File: src/rtl/cv32e40p_apu_core_pkg.sv
// Shared definitions for the cluster APU arbiter.
//   - Default requester count and outstanding-request depth.
//   - ID width helper (clog2 with a floor of 1 bit).
//   - Lock state encoding used by the arbiter.
package cv32e40p_apu_core_pkg;

  function automatic int unsigned clog2_min1(input int unsigned n);
    return (n <= 1) ? 1 : $clog2(n);
  endfunction

  localparam int unsigned APU_ARB_NUM_REQ         = 2;
  localparam int unsigned APU_ARB_MAX_OUTSTANDING = 2;
  localparam int unsigned APU_ARB_ID_W            = clog2_min1(APU_ARB_NUM_REQ);

  typedef enum logic {
    LOCK_FREE = 1'b0,
    LOCK_HELD = 1'b1
  } apu_arb_lock_e;

endpackage

File: src/rtl/cv32e40p_apu_arb_fifo.sv
// In-order requester-ID FIFO for the APU arbiter.
// Ports:
//   clk_i, rst_ni  clock, asynchronous active-low reset
//   push_i/data_i  write an ID (accepted when not full, or when full and popping)
//   pop_i          drop the head entry (ignored when empty)
//   full_o/empty_o occupancy flags
//   head_o         oldest ID
//   count_o        occupancy, 0..DEPTH
module cv32e40p_apu_arb_fifo
  import cv32e40p_apu_core_pkg::*;
#(
  parameter int unsigned DEPTH  = APU_ARB_MAX_OUTSTANDING,
  parameter int unsigned DATA_W = APU_ARB_ID_W,
  localparam int unsigned PTR_W = clog2_min1(DEPTH),
  localparam int unsigned CNT_W = clog2_min1(DEPTH + 1)
) (
  input  logic              clk_i,
  input  logic              rst_ni,
  input  logic              push_i,
  input  logic [DATA_W-1:0] data_i,
  input  logic              pop_i,
  output logic              full_o,
  output logic              empty_o,
  output logic [DATA_W-1:0] head_o,
  output logic [CNT_W-1:0]  count_o
);

  logic [DATA_W-1:0] mem_q [DEPTH];
  logic [DATA_W-1:0] mem_d [DEPTH];
  logic [PTR_W-1:0]  wr_ptr_q, wr_ptr_d;
  logic [PTR_W-1:0]  rd_ptr_q, rd_ptr_d;
  logic [CNT_W-1:0]  count_q, count_d;
  logic              do_push, do_pop;

  function automatic logic [PTR_W-1:0] ptr_inc(input logic [PTR_W-1:0] p);
    return (p == PTR_W'(DEPTH - 1)) ? '0 : p + PTR_W'(1);
  endfunction

  assign empty_o = (count_q == '0);
  assign full_o  = (count_q == CNT_W'(DEPTH));
  assign head_o  = mem_q[rd_ptr_q];
  assign count_o = count_q;

  always_comb begin
    do_pop   = pop_i & ~empty_o;
    // A pop in the same cycle frees the slot the push needs when full.
    do_push  = push_i & (~full_o | do_pop);
    mem_d    = mem_q;
    wr_ptr_d = wr_ptr_q;
    rd_ptr_d = rd_ptr_q;
    count_d  = count_q;
    if (do_push) begin
      mem_d[wr_ptr_q] = data_i;
      wr_ptr_d        = ptr_inc(wr_ptr_q);
    end
    if (do_pop) begin
      rd_ptr_d = ptr_inc(rd_ptr_q);
    end
    case ({do_push, do_pop})
      2'b10:   count_d = count_q + CNT_W'(1);
      2'b01:   count_d = count_q - CNT_W'(1);
      default: count_d = count_q;
    endcase
  end

  always_ff @(posedge clk_i or negedge rst_ni) begin
    if (!rst_ni) begin
      wr_ptr_q <= '0;
      rd_ptr_q <= '0;
      count_q  <= '0;
    end else begin
      wr_ptr_q <= wr_ptr_d;
      rd_ptr_q <= rd_ptr_d;
      count_q  <= count_d;
    end
  end

  // Storage needs no reset: entries are only read while count_q says valid.
  always_ff @(posedge clk_i) begin
    mem_q <= mem_d;
  end

endmodule

File: src/rtl/cv32e40p_apu_arbiter.sv
// Shares one APU among NUM_REQ per-core dispatchers.
// Picks a winner (round-robin, or fixed priority when
// CV32E40P_APU_ARB_FIXED_PRIO_EN is defined), forwards its payload, holds the
// selection while the APU stalls, records winner IDs in issue order and routes
// each in-order response back to its requester.
// Ports:
//   clk_i, rst_ni            clock, asynchronous active-low reset
//   req_i, payload_i         per-requester request and payload
//   gnt_o, rvalid_o          per-requester grant / response valid (one-hot or 0)
//   result_o                 response data broadcast to all requesters
//   apu_req_o, apu_payload_o request and payload towards the APU
//   apu_gnt_i                APU accepts the request
//   apu_rvalid_i, apu_result_i  in-order APU response
//   busy_o                   at least one request outstanding
//   spurious_o               response arrived with nothing to route
module cv32e40p_apu_arbiter
  import cv32e40p_apu_core_pkg::*;
#(
  parameter int unsigned NUM_REQ         = APU_ARB_NUM_REQ,
  parameter int unsigned PAYLOAD_W       = 128,
  parameter int unsigned RESULT_W        = 37,
  parameter int unsigned MAX_OUTSTANDING = APU_ARB_MAX_OUTSTANDING
) (
  input  logic                               clk_i,
  input  logic                               rst_ni,
  input  logic [NUM_REQ-1:0]                 req_i,
  input  logic [NUM_REQ-1:0][PAYLOAD_W-1:0]  payload_i,
  output logic [NUM_REQ-1:0]                 gnt_o,
  output logic [NUM_REQ-1:0]                 rvalid_o,
  output logic [RESULT_W-1:0]                result_o,
  output logic                               apu_req_o,
  output logic [PAYLOAD_W-1:0]               apu_payload_o,
  input  logic                               apu_gnt_i,
  input  logic                               apu_rvalid_i,
  input  logic [RESULT_W-1:0]                apu_result_i,
  output logic                               busy_o,
  output logic                               spurious_o
);

  localparam int unsigned ID_W  = clog2_min1(NUM_REQ);
  localparam int unsigned CNT_W = clog2_min1(MAX_OUTSTANDING + 1);

  apu_arb_lock_e   lock_q, lock_d;
  logic [ID_W-1:0] lock_id_q, lock_id_d;
  logic [ID_W-1:0] rr_ptr;
  logic [ID_W-1:0] rr_winner;
  logic            rr_found;
  int unsigned     rr_idx;
  logic [ID_W-1:0] rr_cand;
  logic [ID_W-1:0] winner;
  logic            win_valid;
  logic            credit_ok;
  logic            route_pop;
  logic            bypass;
  logic            hs;
  logic            push;
  logic            fifo_full, fifo_empty;
  logic [ID_W-1:0] fifo_head;
  logic [CNT_W-1:0] fifo_count;

`ifdef CV32E40P_APU_ARB_FIXED_PRIO_EN
  assign rr_ptr = '0;
`else
  logic [ID_W-1:0] rr_ptr_q, rr_ptr_d;
  assign rr_ptr = rr_ptr_q;
`endif

  // First asserted request at or after rr_ptr, wrapping.
  always_comb begin
    rr_winner = '0;
    rr_found  = 1'b0;
    rr_idx    = 0;
    rr_cand   = '0;
    for (int unsigned i = 0; i < NUM_REQ; i++) begin
      rr_idx  = (32'(rr_ptr) + i) % NUM_REQ;
      rr_cand = ID_W'(rr_idx);
      if (!rr_found && req_i[rr_cand]) begin
        rr_found  = 1'b1;
        rr_winner = rr_cand;
      end
    end
  end

  // While locked the stalled requester keeps the APU port; if it withdraws,
  // nothing is offered this cycle and arbitration resumes on the next one.
  assign winner    = (lock_q == LOCK_HELD) ? lock_id_q : rr_winner;
  assign win_valid = (lock_q == LOCK_HELD) ? req_i[lock_id_q] : rr_found;

  assign route_pop  = apu_rvalid_i & ~fifo_empty;
  assign credit_ok  = ~fifo_full | route_pop;
  assign apu_req_o  = win_valid & credit_ok;
  assign hs         = apu_req_o & apu_gnt_i;
  // Single-cycle op with nothing in flight: answer goes straight to the winner.
  assign bypass     = apu_rvalid_i & fifo_empty & hs;
  assign push       = hs & ~bypass;
  assign spurious_o = apu_rvalid_i & fifo_empty & ~hs;
  assign busy_o     = (fifo_count != '0);

  assign apu_payload_o = win_valid ? payload_i[winner] : '0;
  assign result_o      = (route_pop | bypass) ? apu_result_i : '0;

  always_comb begin
    gnt_o    = '0;
    rvalid_o = '0;
    if (hs) begin
      gnt_o[winner] = 1'b1;
    end
    if (route_pop) begin
      rvalid_o[fifo_head] = 1'b1;
    end else if (bypass) begin
      rvalid_o[winner] = 1'b1;
    end
  end

  always_comb begin
    lock_d    = lock_q;
    lock_id_d = lock_id_q;
    if (hs) begin
      lock_d = LOCK_FREE;
    end else if ((lock_q == LOCK_HELD) && !req_i[lock_id_q]) begin
      lock_d = LOCK_FREE;
    end else if (apu_req_o) begin
      lock_d    = LOCK_HELD;
      lock_id_d = winner;
    end
  end

`ifndef CV32E40P_APU_ARB_FIXED_PRIO_EN
  always_comb begin
    rr_ptr_d = rr_ptr_q;
    if (hs) begin
      rr_ptr_d = (winner == ID_W'(NUM_REQ - 1)) ? '0 : winner + ID_W'(1);
    end
  end
`endif

  always_ff @(posedge clk_i or negedge rst_ni) begin
    if (!rst_ni) begin
      lock_q    <= LOCK_FREE;
      lock_id_q <= '0;
`ifndef CV32E40P_APU_ARB_FIXED_PRIO_EN
      rr_ptr_q  <= '0;
`endif
    end else begin
      lock_q    <= lock_d;
      lock_id_q <= lock_id_d;
`ifndef CV32E40P_APU_ARB_FIXED_PRIO_EN
      rr_ptr_q  <= rr_ptr_d;
`endif
    end
  end

  cv32e40p_apu_arb_fifo #(
    .DEPTH  (MAX_OUTSTANDING),
    .DATA_W (ID_W)
  ) u_id_fifo (
    .clk_i   (clk_i),
    .rst_ni  (rst_ni),
    .push_i  (push),
    .data_i  (winner),
    .pop_i   (route_pop),
    .full_o  (fifo_full),
    .empty_o (fifo_empty),
    .head_o  (fifo_head),
    .count_o (fifo_count)
  );

endmodule

File: config.mk
export PLATFORM = sky130hd
export DESIGN_NAME = cv32e40p_apu_arbiter
export DESIGN_NICKNAME = d
export VERILOG_FILES = /design/src/rtl/cv32e40p_apu_core_pkg.sv /design/src/rtl/cv32e40p_apu_arb_fifo.sv /design/src/rtl/cv32e40p_apu_arbiter.sv
export SDC_FILE = /design/constraint.sdc
export NUM_CORES = 1
export LEC_CHECK = 0
export CORE_AREA = 8 8 178 180
export CTS_BUF_LIST = sky130_fd_sc_hd__clkbuf_4
export DETAILED_ROUTE_END_ITERATION = 7
export DIE_AREA = 0 0 186 188
export GPL_TIMING_DRIVEN = 0
export SYNTH_ARGS = -nofsm -noshare
export SYNTH_HDL_FRONTEND = slang
export SYNTH_HIERARCHICAL = 1
export SYNTH_SLANG_ARGS = --single-unit
export TNS_END_PERCENT = 50
File: constraint.sdc
create_clock -name clk_i -period 3 [get_ports clk_i]
set_clock_uncertainty 0.15 [all_clocks]
set_input_delay 0.45 -clock clk_i [delete_from_list [all_inputs] [get_ports clk_i]]
set_output_delay 0.45 -clock clk_i [all_outputs]
set_load 0.005 [all_outputs]
# Yosys cells after proc, flatten, opt, wreduce, memory -nomap -nowiden

Cells that the tools add are included.

Flip-flop bits (word level): 9
Input port bits: 299
Output and inout bits: 172
Word-level logic and storage cells: 94

Order comparisons: 10
Bitwise gates (word level): 19
Add/sub/neg operators: 6
Equal/unequal tests: 3
Reduce and logical (&&, ||, !) cells: 12
Multiplexer cells: 36

Operator list:

| kind                | count |
|---|---|
| $mux 128            | 3 |
| $mux 37             | 1 |
| $mux 1              | 24 |
| $lt 1x2->1 const B  | 5 |
| $and 1x1->1         | 9 |
| $mux 2              | 3 |
| $logic_and 1x1->1   | 5 |
| $not 1->1           | 5 |
| $add 1x1->1 const B | 4 |
| $eq 2x2->1 const B  | 2 |
| $ge 2x2->1 const B  | 2 |
| $not 1->2           | 2 |
| $pmux 2 s2          | 1 |
| $reduce_bool 2->1   | 2 |
| $demux 1 s1         | 3 |
| $or 1x1->1          | 3 |
| $reduce_and 3->1    | 1 |
| $reduce_bool 3->1   | 1 |
| $add 2x1->2 const B | 1 |
| $bwmux 2            | 1 |
| $eq 2x1->1 const B  | 1 |
| $ge 1x1->1 const B  | 2 |
| $logic_not 1->1     | 2 |
| $logic_not 2->1     | 1 |
| other kinds (2)     | 2 |

# Longest topological paths before layout

Depth in word-level cells: 15
Depth in mapped cells: 12
Depth with buffers taken out: 11

# By module

Netlist, hierarchy kept.

By module, submodules not included:

| module                | sequential area each (um^2) | cells an instance | instances | area each (um^2) |
|---|---|---|---|---|
| cv32e40p_apu_arbiter  | 75.1                        | 507               | 1         | 2439.8 |
| cv32e40p_apu_arb_fifo | 160.2                       | 22                | 1         | 289.0 |

# Least setup slack after synthesis

Ideal clock, no wire load.

Kind: flip-flop to flip-flop
Start point: register u_id_fifo.count_q[1] (netlist: u_id_fifo/count_o[1])
End point: register u_id_fifo.count_q[1] (netlist: u_id_fifo/count_o[1])
Data arrival time: 2.179 ns
Path buffers: 1
Path slack: 0.592 ns
Library setup time: 0.079 ns
Stages on the path, launching flop included: 12
Path through: dfrtp_1 nor2_1 nand2b_4 clkinv_2 o21ai_2 or3_1 buf_6 a21oi_1 o21ai_4 ha_1 nor2_1 xor2_1

Word-level cells in the longest chain between the ends: 12
Elaborated cells on any way between the ends: 21
Those cells by class: add/sub (2); eq/ne (3); mux (1); bitwise (13); reduce/logical (2)

RTL lines:

| what                                                   | RTL line                    | text |
|---|---|---|
| start: declaration                                     | cv32e40p_apu_arb_fifo.sv:32 | `logic [CNT_W-1:0] count_q, count_d;` |
| start signal: assignment                               | cv32e40p_apu_arb_fifo.sv:74 | `count_q <= count_d;` |
| $logic_not 2->1 (*)                                    | cv32e40p_apu_arb_fifo.sv:39 | `assign empty_o = (count_q == '0);` |
| net fifo_empty                                         | cv32e40p_apu_arbiter.sv:57  | `logic fifo_full, fifo_empty;` |
| $not 1->1 (*)                                          | cv32e40p_apu_arbiter.sv:89  | `assign route_pop = apu_rvalid_i & ~fifo_empty;` |
| $and 1x1->1 (*)                                        | cv32e40p_apu_arbiter.sv:89  |  |
| net route_pop                                          | cv32e40p_apu_arbiter.sv:53  | `logic route_pop;` |
| $or 1x1->1 (*)                                         | cv32e40p_apu_arbiter.sv:90  | `assign credit_ok = ~fifo_full \| route_pop;` |
| $and 1x1->1 (*)                                        | cv32e40p_apu_arbiter.sv:91  | `assign apu_req_o = win_valid & credit_ok;` |
| $and 1x1->1 (*)                                        | cv32e40p_apu_arbiter.sv:92  | `assign hs = apu_req_o & apu_gnt_i;` |
| $and 1x1->1                                            | cv32e40p_apu_arbiter.sv:94  | `assign bypass = apu_rvalid_i & fifo_empty & hs;` |
| $not 1->1                                              | cv32e40p_apu_arbiter.sv:95  | `assign push = hs & ~bypass;` |
| $and 1x1->1 (*)                                        | cv32e40p_apu_arbiter.sv:95  |  |
| net push                                               | cv32e40p_apu_arbiter.sv:56  | `logic push;` |
| $and 1x1->1 (*)                                        | cv32e40p_apu_arb_fifo.sv:47 | `do_push = push_i & (~full_o \| do_pop);` |
| $eq 2x1->1 / $eq 2x2->1 (equally long branches)        | cv32e40p_apu_arb_fifo.sv:59 | `case ({do_push, do_pop})` |
| $pmux 2 s2 / $reduce_bool 2->1 (equally long branches) | -                           |  |

Mark *: on every way through the listed nets, which the timed path passes. The rest lies on a longest branch.
A chain may end at the register's enable or synchronous reset.

# Worst setup path in the final report

Start point: input req_i[0]
End point: output result_o[32]

Word-level cells in the longest chain between the ends: 12
Elaborated cells on any way between the ends: 16
Those cells by class: mux (10); bitwise (4); reduce/logical (2)

RTL lines:

| what                                       | RTL line                    | text |
|---|---|---|
| start: declaration                         | cv32e40p_apu_arbiter.sv:26  | `input logic [NUM_REQ-1:0] req_i,` |
| $mux 1 (not written as such) (2 in series) | cv32e40p_apu_arbiter.sv:77  | `if (!rr_found && req_i[rr_cand]) begin` |
| $mux 1                                     | cv32e40p_apu_arbiter.sv:77  |  |
| $logic_not 1->1                            | cv32e40p_apu_arbiter.sv:77  |  |
| $logic_and 1x1->1                          | cv32e40p_apu_arbiter.sv:77  |  |
| $mux 1                                     | cv32e40p_apu_arbiter.sv:77  |  |
| $mux 1 (*)                                 | cv32e40p_apu_arbiter.sv:87  | `assign win_valid = (lock_q == LOCK_HELD) ? req_i[lock_id_q] : rr_found;` |
| $and 1x1->1 (*)                            | cv32e40p_apu_arbiter.sv:91  |  |
| $and 1x1->1 (*)                            | cv32e40p_apu_arbiter.sv:92  |  |
| $and 1x1->1 (*)                            | cv32e40p_apu_arbiter.sv:94  |  |
| $or 1x1->1 (*)                             | cv32e40p_apu_arbiter.sv:100 | `assign result_o = (route_pop \| bypass) ? apu_result_i : '0;` |
| $mux 37 (*)                                | cv32e40p_apu_arbiter.sv:100 |  |
| end: declaration                           | cv32e40p_apu_arbiter.sv:30  | `output logic [RESULT_W-1:0] result_o,` |

Every way passes the cells marked *; elsewhere a longest branch is shown, timed or not. The select of a mux whose other input is x is not followed.

==> results <==
sequential cells by signal, indices dropped and copies added (netlist names):
register / count
u_id_fifo/count_o: 2
u_id_fifo/mem_q: 2
lock_id_q: 1
lock_q: 1
rr_ptr: 1
u_id_fifo/rd_ptr_q: 1
u_id_fifo/wr_ptr_q: 1
worst paths after layout:
path,from,cells after the start,to
hold / removal,rst_ni,1,u_id_fifo/rd_ptr_q$_DFFE_PN0P_
hold reg to reg,u_id_fifo/rd_ptr_q$_DFFE_PN0P_,1,u_id_fifo/rd_ptr_q$_DFFE_PN0P_
setup / recovery,req_i[0],8,result_o[32]
setup reg to reg,u_id_fifo/count_o[0]$_DFFE_PN0P_,11,u_id_fifo/count_o[1]$_DFFE_PN0P_
min in group clk_i,u_id_fifo/rd_ptr_q$_DFFE_PN0P_,1,u_id_fifo/rd_ptr_q$_DFFE_PN0P_
max in group asynchronous,rst_ni,1,u_id_fifo/count_o[1]$_DFFE_PN0P_
cells in the final DEF, fill, tap and decap left out, types with 2 or more instances in the layout:
| cell type | count |
|---|---|
| sky130_fd_sc_hd__a21oi_1 | 117 |
| sky130_fd_sc_hd__a21oi_2 | 14 |
| sky130_fd_sc_hd__and3_1 | 37 |
| sky130_fd_sc_hd__buf_12 | 4 |
| sky130_fd_sc_hd__buf_2 | 4 |
| sky130_fd_sc_hd__buf_4 | 22 |
| sky130_fd_sc_hd__buf_6 | 16 |
| sky130_fd_sc_hd__buf_8 | 6 |
| sky130_fd_sc_hd__clkbuf_1 | 4 |
| sky130_fd_sc_hd__clkbuf_2 | 16 |
| sky130_fd_sc_hd__clkbuf_4 | 5 |
| sky130_fd_sc_hd__clkdlybuf4s15_1 | 14 |
| sky130_fd_sc_hd__clkdlybuf4s15_2 | 2 |
| sky130_fd_sc_hd__clkdlybuf4s50_1 | 329 |
| sky130_fd_sc_hd__dfrtp_1 | 5 |
| sky130_fd_sc_hd__dfrtp_2 | 2 |
| sky130_fd_sc_hd__dlygate4sd2_1 | 70 |
| sky130_fd_sc_hd__dlymetal6s2s_1 | 38 |
| sky130_fd_sc_hd__edfxtp_1 | 2 |
| sky130_fd_sc_hd__inv_1 | 4 |
| sky130_fd_sc_hd__mux2_2 | 2 |
| sky130_fd_sc_hd__nand2_1 | 257 |
| sky130_fd_sc_hd__nand2_2 | 2 |
| sky130_fd_sc_hd__nand2b_1 | 2 |
| sky130_fd_sc_hd__nand2b_4 | 2 |
| sky130_fd_sc_hd__nor2_1 | 6 |
| sky130_fd_sc_hd__nor2b_1 | 2 |
| sky130_fd_sc_hd__xnor2_1 | 3 |
| sky130_fd_sc_hd__xor2_1 | 2 |
through the flow:
step	TNS, ps	hold WS (ps)	setup slack, ps	util (%)	power [mW]
after global routing	-327	333	-58.3	28.5	5.11
after floorplan	0	4.41	592	-	1.98
after global placement	-56100	316	-660	27.3	4.48
after detailed placement	-59290	331	-664	27.3	4.50
final	0	309	37.7	28.5	4.68
after CTS	-6150	311	-261	28.0	4.71
repair_timing:
item,in CTS,in global routing
endpoints found under the setup margin,170,94
gates cloned,3,0
setup buffers,2,4
pin swaps,1,3
gates resized for setup,179,118
report_power, final:
group	internal (mW)	switching, mW	leakage, nW
Clock	0.0603	0.0435	0.0184
Sequential	0.188	0.0609	0.0991
Combinational	2.26	2.07	4.00
cell families after synthesis:
group | synth area share [%]
fa+ha+maj | 0.458
simple gates | 48.1
xor+xnor | 1.61
flops | 8.62
mux | 1.38
buf+inv | 12.0
compound gates | 27.8
cell type report:
cell class | count | area, µm²
Buffer | 50 | 514
Clock buffer | 4 | 30.0
Fill cell | 3211 | 20700
Inverter | 6 | 31.3
Multi-Input combinational cell | 462 | 2240
Sequential cell | 9 | 238
Tap cell | 390 | 488
Timing Repair Buffer | 479 | 4740
routing by layer:
| layer | wire [µm] | part of all wire [%] | GRT usage [%] | up-vias |
|---|---|---|---|---|
| li1 | - | - | - | 2688 |
| met1 | 9820 | 37 | 14.6 | 2447 |
| met2 | 13300 | 50 | 25.9 | 319 |
| met3 | 2940 | 11 | 4.82 | 26 |
| met4 | 450 | 1.7 | 2.87 | 4 |
| met5 | 27 | 0.10 | 0 | - |
==> flow_metrics.py <==
metrics = {
    "run_status": {
        "status": "finished clean",
    },
    "route": {
        "detailedRoute.firstPassIterationCount": 4,
        "drt-wirelength-per-cell_um": 19.0,
        "post_drt_via_cell_ratio": 3.92,
        "vias": 5484,
        "routed_wl_um": 26500,
        "detail_route.iter0.violations": 116,
        "ant_nets": 0,
        "route.detailed.drc": 0,
    },
    "cts": {
        "tritoncts.num_buffers": 3,
        "clock_tree.buffer_depth": 2,
        "clock_sinks": 9,
        "clock_insertion_delay_worst_skew_ps": 260,
        "cts_tree": "done",
        "cts.reportedPaths.clkPinSlew_ps": 60,
        "post_cts_hold_buffer_count": 0,
        "cts_root_cell": "sky130_fd_sc_hd__clkbuf_4",
        "clock_tree.htree_level_count": 1,
    },
    "place": {
        "post_dp_cell_area_mm2": 0.00792,
        "io_buffers": 470,
        "finalWeightedCongestion": 0.843,
        "place_inst": 1389,
        "dp_hpwl_um": 22700,
    },
    "timing": {
        "setup_viol_count_final": 0,
        "report.final.hold_viol_count": 0,
        "timing.final.max_slew_violations": 0,
        "max_slew.worst_pin.slew_ps": 591,
        "final.period_utilization_pct": 98.7,
        "post-route-min-period_ps": 2960,
        "maximum_frequency_from_static_timing_analysis_mhz": 338,
        "rsz0062_at_grt": "true",
        "maxSlewHeadroom_pct": 59.5,
    },
    "synthesis": {
        "synth.most_common_cell": "sky130_fd_sc_hd__nand2_1",
        "synth_edf_count": 2,
        "synthDominantCellAreaShare_pct": 35.6,
        "mappedNetlistArea_mm2": 0.00273,
        "yosysWarningCount": 6,
        "synth.cells.most_frequent": "sky130_fd_sc_hd__nand2_1 (259), sky130_fd_sc_hd__a21oi_1 (130), sky130_fd_sc_hd__and3_1 (37)",
        "synth_seq_cells": 9,
        "synth_sequential_area_ratio_pct": 8.62,
        "synth.largest_area_cell": "sky130_fd_sc_hd__nand2_1",
        "postSynthAreaPerCell_um2": 5.16,
        "ys_types": 34,
        "synth_nets": 829,
        "synth_async_sr_flop_share_pct": 77.8,
        "top_post_synthesis_cells_by_area": "sky130_fd_sc_hd__nand2_1 (36%), sky130_fd_sc_hd__a21oi_1 (24%), sky130_fd_sc_hd__and3_1 (8.5%), sky130_fd_sc_hd__dfrtp_1 (6.4%), sky130_fd_sc_hd__buf_4 (5.2%)",
        "synth_flop_cell": "sky130_fd_sc_hd__dfrtp_1",
        "postSynthCellCount": 529,
    },
    "global_route": {
        "grt_antenna_before_repair": 2,
        "grt_util_all_layers_pct": 13.8,
        "globalRouteOverflowTotal": 0,
        "number_of_global_route_vias_before_repair": 6034,
        "grt_start_max_net_pins": 12,
        "grt_first_pass_wirelength_um": 37100,
    },
    "finish": {
        "num_antenna_cells": 0,
        "stdcell_count": 1400,
        "nets": 1311,
        "drive_gt1_share_pct": 11.2,
        "postLayoutCellArea_mm2": 0.00828,
        "syn_to_final_growth_pct": 203,
    },
    "critical_path": {
        "critPathRequiredTime_ps": 2400,
        "worst-setup-path-type": "in -> out",
        "worst_ep_arrival_time_ps": 2360,
        "critical_path.n_buffers_inverters": 5,
        "critical-path-top-delay-family": "buffers and inverters",
        "crit_path_start_kind": "primary input",
        "reg2reg_setup_slack_ps": 480,
        "cp_max_fo": 6,
        "critical_path_cell_by_cell": "clkdlybuf4s50_1, a21oi_2, o41ai_4, buf_4, buf_4, buf_4, and3_1, clkdlybuf4s50_1",
        "critPathMostFrequentCell": "sky130_fd_sc_hd__buf_4",
        "worstSetupEndpointType": "primary output",
        "max_stage_delay_ps": 510,
        "critical_path.slowest_cell": "sky130_fd_sc_hd__clkdlybuf4s50_1",
    },
    "flow_run": {
        "cap_violations": 0,
    },
    "pwr": {
        "total_leakage_power_nw": 4.11,
        "vdd_drop_max_mv": 0.202,
        "pwr_density_cell_mw_per_mm2": 566,
    },
    "floorplan": {
        "core-area_mm2": 0.0290,
        "fp.dieW_um": 186,
        "std_cell_rows": 63,
        "die_area_mm2": 0.0350,
        "floorplan.die.height_um": 188,
        "pin_count": 471,
        "initial_utilization_pct": 9.41,
    },
    "min_path": {
        "min-delay-path-class": "in -> async",
    },
}
Note: power is estimated with default switching activity, not from simulation.
